==> src/rtl/hazard_ctrl_if.sv <==
// Pipeline/hazard-controller bundle for the 5-stage core.
// master: pipeline side (drives stage fields, receives controls)
// slave : hazard controller side
interface hazard_ctrl_if #(
  parameter int RAW = 5
);
  // decode stage
  logic           D_valid;
  logic [RAW-1:0] D_ra;
  logic [RAW-1:0] D_rb;
  logic           D_ld;
  logic           D_addi;
  // execute stage
  logic           E_valid;
  logic [RAW-1:0] E_ra;
  logic [RAW-1:0] E_rb;
  logic [RAW-1:0] E_rd;
  logic           E_we;
  logic           E_ld;
  logic           E_mul;
  logic           E_brn_taken;
  // memory stage
  logic [RAW-1:0] M_rd;
  logic           M_we;
  logic           M_ld;
  // writeback stage
  logic [RAW-1:0] W_rd;
  logic           W_we;
  // controls back to the pipeline
  logic           F_stall;
  logic           D_stall;
  logic           E_stall;
  logic           F_flush;
  logic           D_bubble;
  logic           E_bubble;
  logic [1:0]     fwd_a;
  logic [1:0]     fwd_b;
  logic           mul_busy;
  logic           mul_done;

  modport master (
    output D_valid, D_ra, D_rb, D_ld, D_addi,
    output E_valid, E_ra, E_rb, E_rd, E_we, E_ld, E_mul, E_brn_taken,
    output M_rd, M_we, M_ld, W_rd, W_we,
    input  F_stall, D_stall, E_stall, F_flush, D_bubble, E_bubble,
    input  fwd_a, fwd_b, mul_busy, mul_done
  );

  modport slave (
    input  D_valid, D_ra, D_rb, D_ld, D_addi,
    input  E_valid, E_ra, E_rb, E_rd, E_we, E_ld, E_mul, E_brn_taken,
    input  M_rd, M_we, M_ld, W_rd, W_we,
    output F_stall, D_stall, E_stall, F_flush, D_bubble, E_bubble,
    output fwd_a, fwd_b, mul_busy, mul_done
  );
endinterface

==> src/rtl/hazard_ctrl.sv <==
// hazard_ctrl: stall/bubble/flush sequencing, ALU operand forwarding and
// multi-cycle MUL occupancy of E for the 5-stage core.
// Optional: define HAZARD_PERF_EN to add lu_cnt, mul_stall_cnt and
// flush_cnt performance counters (32-bit, wrapping, cleared by rst).
module hazard_ctrl #(
  parameter int MUL_LAT = 4,
  parameter int RAW     = 5
) (
  input  logic        clk,
  input  logic        rst,
  hazard_ctrl_if.slave bus
`ifdef HAZARD_PERF_EN
  ,
  output logic [31:0] lu_cnt,
  output logic [31:0] mul_stall_cnt,
  output logic [31:0] flush_cnt
`endif
);

  typedef enum logic {IDLE, MUL_BUSY} state_t;

  localparam int             CW    = $clog2(MUL_LAT) + 1;
  localparam logic [CW-1:0]  LAST  = CW'(MUL_LAT - 1);
  localparam bit             MULTI = (MUL_LAT > 1);

  state_t         state, state_nxt;
  logic [CW-1:0]  cnt, cnt_nxt;

  logic [RAW-1:0] d_ra, d_rb, e_ra, e_rb, e_rd, m_rd, w_rd;
  logic           use_a, use_b, lu;
  logic           mul_stall, mul_done_c;
  logic           f_stall_c, d_stall_c, e_stall_c;
  logic           f_flush_c, d_bubble_c, e_bubble_c;
  logic [1:0]     fwd_a_c, fwd_b_c;

  assign d_ra = bus.D_ra;
  assign d_rb = bus.D_rb;
  assign e_ra = bus.E_ra;
  assign e_rb = bus.E_rb;
  assign e_rd = bus.E_rd;
  assign m_rd = bus.M_rd;
  assign w_rd = bus.W_rd;

  // ADDI and loads only read ra; every address bit is compared, r0 included
  assign use_a = bus.D_valid;
  assign use_b = bus.D_valid & ~bus.D_addi & ~bus.D_ld;
  assign lu    = bus.E_valid & bus.E_ld & bus.E_we &
                 ((use_a & (e_rd == d_ra)) | (use_b & (e_rd == d_rb)));

  // State register and MUL occupancy counter; reset aborts a MUL in flight
  always_ff @(posedge clk) begin
    if (rst) begin
      state <= IDLE;
      cnt   <= '0;
    end else begin
      state <= state_nxt;
      cnt   <= cnt_nxt;
    end
  end

  // Next state plus stall/bubble/flush priority: rst > MUL > branch > load-use
  always_comb begin
    state_nxt  = state;
    cnt_nxt    = cnt;
    mul_stall  = 1'b0;
    mul_done_c = 1'b0;
    f_stall_c  = 1'b0;
    d_stall_c  = 1'b0;
    e_stall_c  = 1'b0;
    f_flush_c  = 1'b0;
    d_bubble_c = 1'b0;
    e_bubble_c = 1'b0;

    case (state)
      IDLE: begin
        if (bus.E_valid && bus.E_mul) begin
          if (MULTI) begin
            mul_stall = 1'b1;
            state_nxt = MUL_BUSY;
            cnt_nxt   = CW'(1);
          end else begin
            mul_done_c = 1'b1;
          end
        end
      end
      MUL_BUSY: begin
        if (cnt < LAST) begin
          mul_stall = 1'b1;
          cnt_nxt   = cnt + CW'(1);
        end else begin
          mul_done_c = 1'b1;
          state_nxt  = IDLE;
          cnt_nxt    = '0;
        end
      end
      default: begin
        state_nxt = IDLE;
        cnt_nxt   = '0;
      end
    endcase

    if (rst) begin
      mul_done_c = 1'b0;
    end else if (mul_stall) begin
      // D is held, not bubbled, while the MUL occupies E
      f_stall_c  = 1'b1;
      d_stall_c  = 1'b1;
      e_stall_c  = 1'b1;
      e_bubble_c = 1'b1;
    end else if (bus.E_brn_taken) begin
      // redirect wins over a load-use stall so the new PC is taken
      f_flush_c  = 1'b1;
      d_bubble_c = 1'b1;
    end else if (lu) begin
      f_stall_c  = 1'b1;
      d_stall_c  = 1'b1;
      d_bubble_c = 1'b1;
    end
  end

  // Operand forwarding into E: youngest producer (M) wins, loads in M excluded
  always_comb begin
    fwd_a_c = 2'b00;
    fwd_b_c = 2'b00;
    if (!rst) begin
      if (bus.M_we && !bus.M_ld && (m_rd == e_ra))      fwd_a_c = 2'b10;
      else if (bus.W_we && (w_rd == e_ra))              fwd_a_c = 2'b01;
      if (bus.M_we && !bus.M_ld && (m_rd == e_rb))      fwd_b_c = 2'b10;
      else if (bus.W_we && (w_rd == e_rb))              fwd_b_c = 2'b01;
    end
  end

  assign bus.F_stall  = f_stall_c;
  assign bus.D_stall  = d_stall_c;
  assign bus.E_stall  = e_stall_c;
  assign bus.F_flush  = f_flush_c;
  assign bus.D_bubble = d_bubble_c;
  assign bus.E_bubble = e_bubble_c;
  assign bus.fwd_a    = fwd_a_c;
  assign bus.fwd_b    = fwd_b_c;
  assign bus.mul_busy = (state == MUL_BUSY) & ~rst;
  assign bus.mul_done = mul_done_c;

`ifdef HAZARD_PERF_EN
  // Event counters for load-use cycles, MUL stall cycles and flush cycles
  always_ff @(posedge clk) begin
    if (rst) begin
      lu_cnt        <= '0;
      mul_stall_cnt <= '0;
      flush_cnt     <= '0;
    end else begin
      if (lu)        lu_cnt        <= lu_cnt + 32'd1;
      if (e_stall_c) mul_stall_cnt <= mul_stall_cnt + 32'd1;
      if (f_flush_c) flush_cnt     <= flush_cnt + 32'd1;
    end
  end
`endif

endmodule
==> src/flat_wrapper.sv <==
// flat-port wrapper written by rule: the top's interface ports become plain ports
module hazard_ctrl_flat 
#(
  parameter int MUL_LAT = 4,
  parameter int RAW     = 5
)
  (clk, rst, bus_D_valid, bus_D_ra, bus_D_rb, bus_D_ld, bus_D_addi, bus_E_valid, bus_E_ra, bus_E_rb, bus_E_rd, bus_E_we, bus_E_ld, bus_E_mul, bus_E_brn_taken, bus_M_rd, bus_M_we, bus_M_ld, bus_W_rd, bus_W_we, bus_F_stall, bus_D_stall, bus_E_stall, bus_F_flush, bus_D_bubble, bus_E_bubble, bus_fwd_a, bus_fwd_b, bus_mul_busy, bus_mul_done);
  hazard_ctrl_if #(.RAW(RAW)) bus_i ();
  input  logic clk;
  input  logic rst;
  input wire logic [$bits(bus_i.D_valid)-1:0] bus_D_valid;
  input wire logic [$bits(bus_i.D_ra)-1:0] bus_D_ra;
  input wire logic [$bits(bus_i.D_rb)-1:0] bus_D_rb;
  input wire logic [$bits(bus_i.D_ld)-1:0] bus_D_ld;
  input wire logic [$bits(bus_i.D_addi)-1:0] bus_D_addi;
  input wire logic [$bits(bus_i.E_valid)-1:0] bus_E_valid;
  input wire logic [$bits(bus_i.E_ra)-1:0] bus_E_ra;
  input wire logic [$bits(bus_i.E_rb)-1:0] bus_E_rb;
  input wire logic [$bits(bus_i.E_rd)-1:0] bus_E_rd;
  input wire logic [$bits(bus_i.E_we)-1:0] bus_E_we;
  input wire logic [$bits(bus_i.E_ld)-1:0] bus_E_ld;
  input wire logic [$bits(bus_i.E_mul)-1:0] bus_E_mul;
  input wire logic [$bits(bus_i.E_brn_taken)-1:0] bus_E_brn_taken;
  input wire logic [$bits(bus_i.M_rd)-1:0] bus_M_rd;
  input wire logic [$bits(bus_i.M_we)-1:0] bus_M_we;
  input wire logic [$bits(bus_i.M_ld)-1:0] bus_M_ld;
  input wire logic [$bits(bus_i.W_rd)-1:0] bus_W_rd;
  input wire logic [$bits(bus_i.W_we)-1:0] bus_W_we;
  output wire logic [$bits(bus_i.F_stall)-1:0] bus_F_stall;
  output wire logic [$bits(bus_i.D_stall)-1:0] bus_D_stall;
  output wire logic [$bits(bus_i.E_stall)-1:0] bus_E_stall;
  output wire logic [$bits(bus_i.F_flush)-1:0] bus_F_flush;
  output wire logic [$bits(bus_i.D_bubble)-1:0] bus_D_bubble;
  output wire logic [$bits(bus_i.E_bubble)-1:0] bus_E_bubble;
  output wire logic [$bits(bus_i.fwd_a)-1:0] bus_fwd_a;
  output wire logic [$bits(bus_i.fwd_b)-1:0] bus_fwd_b;
  output wire logic [$bits(bus_i.mul_busy)-1:0] bus_mul_busy;
  output wire logic [$bits(bus_i.mul_done)-1:0] bus_mul_done;
  assign bus_i.D_valid = bus_D_valid;
  assign bus_i.D_ra = bus_D_ra;
  assign bus_i.D_rb = bus_D_rb;
  assign bus_i.D_ld = bus_D_ld;
  assign bus_i.D_addi = bus_D_addi;
  assign bus_i.E_valid = bus_E_valid;
  assign bus_i.E_ra = bus_E_ra;
  assign bus_i.E_rb = bus_E_rb;
  assign bus_i.E_rd = bus_E_rd;
  assign bus_i.E_we = bus_E_we;
  assign bus_i.E_ld = bus_E_ld;
  assign bus_i.E_mul = bus_E_mul;
  assign bus_i.E_brn_taken = bus_E_brn_taken;
  assign bus_i.M_rd = bus_M_rd;
  assign bus_i.M_we = bus_M_we;
  assign bus_i.M_ld = bus_M_ld;
  assign bus_i.W_rd = bus_W_rd;
  assign bus_i.W_we = bus_W_we;
  assign bus_F_stall = bus_i.F_stall;
  assign bus_D_stall = bus_i.D_stall;
  assign bus_E_stall = bus_i.E_stall;
  assign bus_F_flush = bus_i.F_flush;
  assign bus_D_bubble = bus_i.D_bubble;
  assign bus_E_bubble = bus_i.E_bubble;
  assign bus_fwd_a = bus_i.fwd_a;
  assign bus_fwd_b = bus_i.fwd_b;
  assign bus_mul_busy = bus_i.mul_busy;
  assign bus_mul_done = bus_i.mul_done;
  hazard_ctrl #(.MUL_LAT(MUL_LAT), .RAW(RAW)) u_core (.clk(clk), .rst(rst), .bus(bus_i));
endmodule
==> config.mk <==
export PLATFORM = sky130hd
export DESIGN_NAME = hazard_ctrl_flat
export DESIGN_NICKNAME = d
export VERILOG_FILES = /design/src/rtl/hazard_ctrl_if.sv /design/src/rtl/hazard_ctrl.sv /design/src/flat_wrapper.sv
export SDC_FILE = /design/constraint.sdc
export NUM_CORES = 1
export LEC_CHECK = 0
export ABC_AREA = 1
export BUFFER_PORTS_ARGS = -buffer_cell sky130_fd_sc_hd__buf_2
export CORE_ASPECT_RATIO = 1.1
export CORE_MARGIN = 2
export CORE_UTILIZATION = 37
export CTS_BUF_LIST = sky130_fd_sc_hd__clkbuf_8
export DETAILED_ROUTE_END_ITERATION = 6
export GPL_TIMING_DRIVEN = 0
export PLACE_DENSITY_LB_ADDON = 0.25
export SYNTH_ARGS = -nofsm -noshare
export SYNTH_HDL_FRONTEND = slang
export SYNTH_SLANG_ARGS = --single-unit
==> constraint.sdc <==
create_clock -name clk -period 1.08 [get_ports clk]
set_input_delay 0.162 -clock clk [delete_from_list [all_inputs] [get_ports clk]]
set_output_delay 0.162 -clock clk [all_outputs]
set_load 0.01 [all_outputs]
* Yosys cells after proc, flatten, opt, wreduce, memory -nomap -nowiden *
Cells that the tools add are included.

word-level totals
  register bits = 4
  bits of input ports = 48
  output and inout bits = 12

cells by class
  add/sub/neg operators = 1
  magnitude comparators = 1
  equal/unequal tests = 7
  mux-type cells = 27
  bitwise operators = 13
  reductions and logical operators = 7

operators by type and width
  kind                                                                  number
  5-bit == test                                                         6
  1-bit two-way mux                                                     18
  1-bit bitwise AND                                                     8
  2-bit two-way mux                                                     4
  1-bit logical AND                                                     6
  3-bit two-way mux                                                     2
  3-bit case mux with 2 select lines                                    1
  1-bit NOT                                                             4
  1-bit case mux with 2 select lines                                    2
  3-bit by 1-bit adder with 3-bit output, second input constant         1
  3-bit by 2-bit < comparator with 1-bit output, second input constant  1
  2-bit by 1-bit != test with 1-bit output, second input constant       1
  1-bit logical NOT                                                     1
  1-bit OR                                                              1

* Longest topological paths before layout *
  word-level depth = 10
  depth in mapped cells = 9
  mapped depth without buffers = 8

* Worst setup path after synthesis *
OpenSTA, ideal clock, no wires.

  path type = reg-to-output
  start point = register u_core.cnt[0]
  end point = output port bus_F_stall
  data arrival time = 1.016 ns
  path slack = -0.098 ns
  cell stages (with the launch flop) = 7
  buffers on the path = 1
  cell sequence = dfxtp_1 > a21oi_2 > nor2_2 > nor2_2 > nand2_1 > nand2_1 > buf_4

between the ends
  word-level cells in the longest chain between the ends = 5

RTL lines
  what                                           RTL line            RTL
  from (decl)                                    hazard_ctrl.sv:27   logic [CW-1:0] cnt, cnt_nxt;
  from (signal assigned)                         hazard_ctrl.sv:57   cnt <= cnt_nxt;
  3-bit by 2-bit < comparator with 1-bit output  hazard_ctrl.sv:87   if (cnt < LAST) begin
  1-bit two-way mux                              hazard_ctrl.sv:87
  1-bit case mux with 2 select lines             hazard_ctrl.sv:74   case (state)
  1-bit two-way mux (2 in series)                --
  to (decl)                                      flat_wrapper.sv:29  output wire logic [$bits(bus_i.F_stall)-1:0] bus_F_stall;

Every way passes these cells.

* Worst setup path in the final report *
  start point = register u_core.cnt[0]
  end point = output port bus_F_stall

between the ends
  word-level cells in the longest chain between the ends = 5

RTL lines
  what                                           RTL line            RTL
  3-bit by 2-bit < comparator with 1-bit output  hazard_ctrl.sv:87
  1-bit two-way mux                              hazard_ctrl.sv:87
  1-bit case mux with 2 select lines             hazard_ctrl.sv:74
  1-bit two-way mux                              hazard_ctrl.sv:104  end else if (mul_stall) begin
  1-bit two-way mux                              hazard_ctrl.sv:102  if (rst) begin

Every way passes these cells.

==> results.md <==
- Synth top area share: 20.0%
- Final WS setup: -0.305 ns
- Leakage: 0.000836 uW
- Tot Pwr: 942 uW
- GRT Total Usage: 19.2%
- CP required: 0.92 ns
- Count of final setup violators: 9
- Sequential cell area fraction in the yosys report: 10.2%
- Synthesis Warnings: 0
- Worst Path Max Fanout: 3
- Hold WC Path Type: in2reg
- #FFs+latches synth: 4
- Largest net degree at the start of global routing: 10
- Rows: 17
- # clock sinks: 4
- Main combinational cell family by area after synthesis: simple AND/OR/NAND/NOR gates
- Via/cell ratio: 4.49
- Reg2Reg Setup Slack: 0.06 ns
- Avg Inst Size Synth: 5.43 sq um
- Gate count after technology mapping: 145
- Synthesized Nets: 194
- Fin crit share: 128%
- Clock tree buffer depth: 2
- Status: complete, but fails checks
- Root buffer cell: clkbuf_8
- Post-DP HPWL: 1780 um
- Via count: 1090
- Data arrival time of the worst path: 1.22 ns
- Startpoint types: flop
- # IOs: 60
- Final Hold Vio Count: 0
- Slew Viols, Final: 0
- RSZ-0062 raised after global routing: yes
- Most Crowded Layer GR: met2
- Nets: 266
- Synth area leader: nand2_1
- CTS tree: built
- Netlist cell types: 25
- Worst-path clk slew: 0.04 ns
- Wirelength per Cell: 9.56 um
- Full die area: 0.00251 sq mm
- First-pass GRT wire length: 3490 um
- Worst slew pin tran: 0.213 ns
- Synth Area in XOR/XNOR: 15.6%
- Latest clock arrival within the worst-skew pair: 0.22 ns
- Commonest cells post-synth: nand2_1 (42), inv_1 (24), nor2_1 (23), xor2_1 (8), nand3_1 (7)
- Die height: 52.4 um
- Reg2reg end: u_core.cnt[1]
- CTS Buf Count: 3
- Total negative slack: -1.93 ns
- Compound-Gate Fraction of Synth Area: 5.88%
- Async SR Flop Fraction: 0%
- IO Port Bufs: 58
- Maximum vdd drop: 0.366 mV
- DRT Wirelength: 2320 um
- Hold Buf Count CTS: 0
- Core ar.: 0.00200 sq mm
- Starting Density: 39.4%
- Layout Skew: 0.00300 ns
- Most common cell in the synthesized netlist: nand2_1
- Critical Path Sink: bus_F_stall
- Worst reg2reg startpoint: u_core.cnt[0]
- Area Growth Syn to Fin: 82.7%
- Post-synthesis cell area: 787 sq um
- Post-synth EDFFs: 0
- First-pass DRT Iterations: 4
- Post-synthesis mux area share: 0%
- Die width: 48.0 um
- Initial drt markers: 3
- Antenna violations before repair: 0
- FF-to-FF path depth: 4
- Top cells by area, synth: nand2_1 (20%), inv_1 (11%), nor2_1 (11%)
- Hold path cells: 3
- Crit path kind: reg2out
- Ant. Diodes: 0
- Residual DRC: 0
- GR Util met2: 38.7%
- Violated checks: setup timing
- Share of layout cells above drive strength 1: 47.9%
- Adder-cell share of the synthesized area: 1.59%
- Total of max-cap violations: 0
- Vias in the first global route: 953
- FMAX: 722 MHz
- Critical path capture point type: primary output
- Max-slew headroom: 85.7%
- H-tree depth: 1
- Remaining Overflow, GRT: 0
- Final ANT Viol Nets: 0
- GPL Wtd Cong: 0.799
- Grt met3 use: 3.10%
- GRT met1 Usage: 18.4%
- Tmin final: 1.39 ns
- Pwr/cell area: 655 mW/mm^2
- Synth Area in Simple Gates: 49.4%
- Most used flip-flop cell after synthesis: dfxtp_1
- Crit path from: u_core.cnt[0]
## cells by family after synthesis
kind of cell               after synthesis
AOI/OAI and AO/OA                        7
xor gates and xnor gates                14
adders and majority gates                1
buffers and inverters                   31
DFF                                      4
and+or+nand+nor                         88
## power breakdown
part	switching, uW	leakage (uW)	internal [uW]
clock	85.7	0.0000216	239
sequential	11.7	0.0000353	155
combinational	207	0.000779	244
total	304	0.000836	638
## final cells by class
| type | instances | area (sq um) |
|---|---|---|
| multi-input cells | 110 | 636 |
| fillers | 189 | 562 |
| repair buffers | 67 | 463 |
| inverters | 28 | 128 |
| flip-flops and latches | 4 | 92.6 |
| plain buffers | 3 | 42.5 |
| clock buffers | 3 | 41.3 |
| well taps | 28 | 35.0 |
## worst min path at each step
stage / slack (ns) / startpoint / end
finish: 0.24 / rst / u_core.cnt[1]
global route: 0.25 / rst / u_core.cnt[1]
CTS: 0.16 / rst / u_core.cnt[1]
detailed placement: 0.39 / rst / u_core.cnt[1]
global placement: 0.38 / rst / u_core.cnt[1]
floorplan: 0.36 / rst / u_core.cnt[1]
## per-layer routing
metal / vias to the layer above / wire length (um)
li1: 575 / -
met1: 472 / 771
met2: 41 / 1360
met3: 2 / 170
met4: 0 / 24
met5: - / 0
## placed cells by master (no fill, tap or decap), types with 2 or more instances in the layout
cell       n
buf_2     43
nor3_2     2
inv_1     18
inv_4      4
xnor2_1    5
nor2_4     2
or2_0      2
buf_4      8
buf_8      2
nor3b_2    2
nor2_2     3
clkbuf_8   3
a21oi_1    3
buf_6     16
nand4_1    4
a21oi_4    2
nand2_2    2
nand3_1    7
dfxtp_4    3
xor2_1     8
nand2_1   39
inv_2      5
nor2_1    21
nand2_4    2
## worst max-delay path: stages, from the launching register on
cell and delay (ns):
dfxtp_4 0.34, a21oi_4 0.18, nor2_4 0.06, nor2_4 0.09, nand2_2 0.08, nand2_2 0.08, buf_6 0.09, buf_6 0.08
## timing repair
action,in CTS,in global routing
setup buffers,4,5
resized for setup,18,33
pin swaps,20,16
hold endpoints to repair,0,0
setup endpoints to repair,11,11
## state kept, by name, summed over array words and instances, names as in the netlist
name	count
u_core.cnt	3
u_core.state	1
## stage by stage
stage	cell area (sq um)	instances	utilization, %	hold slack, ns	setup slack [ns]
6_report	1440	243	71.9	0.244	-0.305
4_1_cts	1280	238	64.1	0.163	-0.308
3_5_place_dp	1130	231	56.8	0.389	-0.147
3_3_place_gp	1130	231	56.8	0.385	-0.142
5_1_grt	1440	243	71.9	0.252	-0.369
2_1_floorplan	810	145	-	0.364	-0.0438
(Power assumes the default switching activity.)
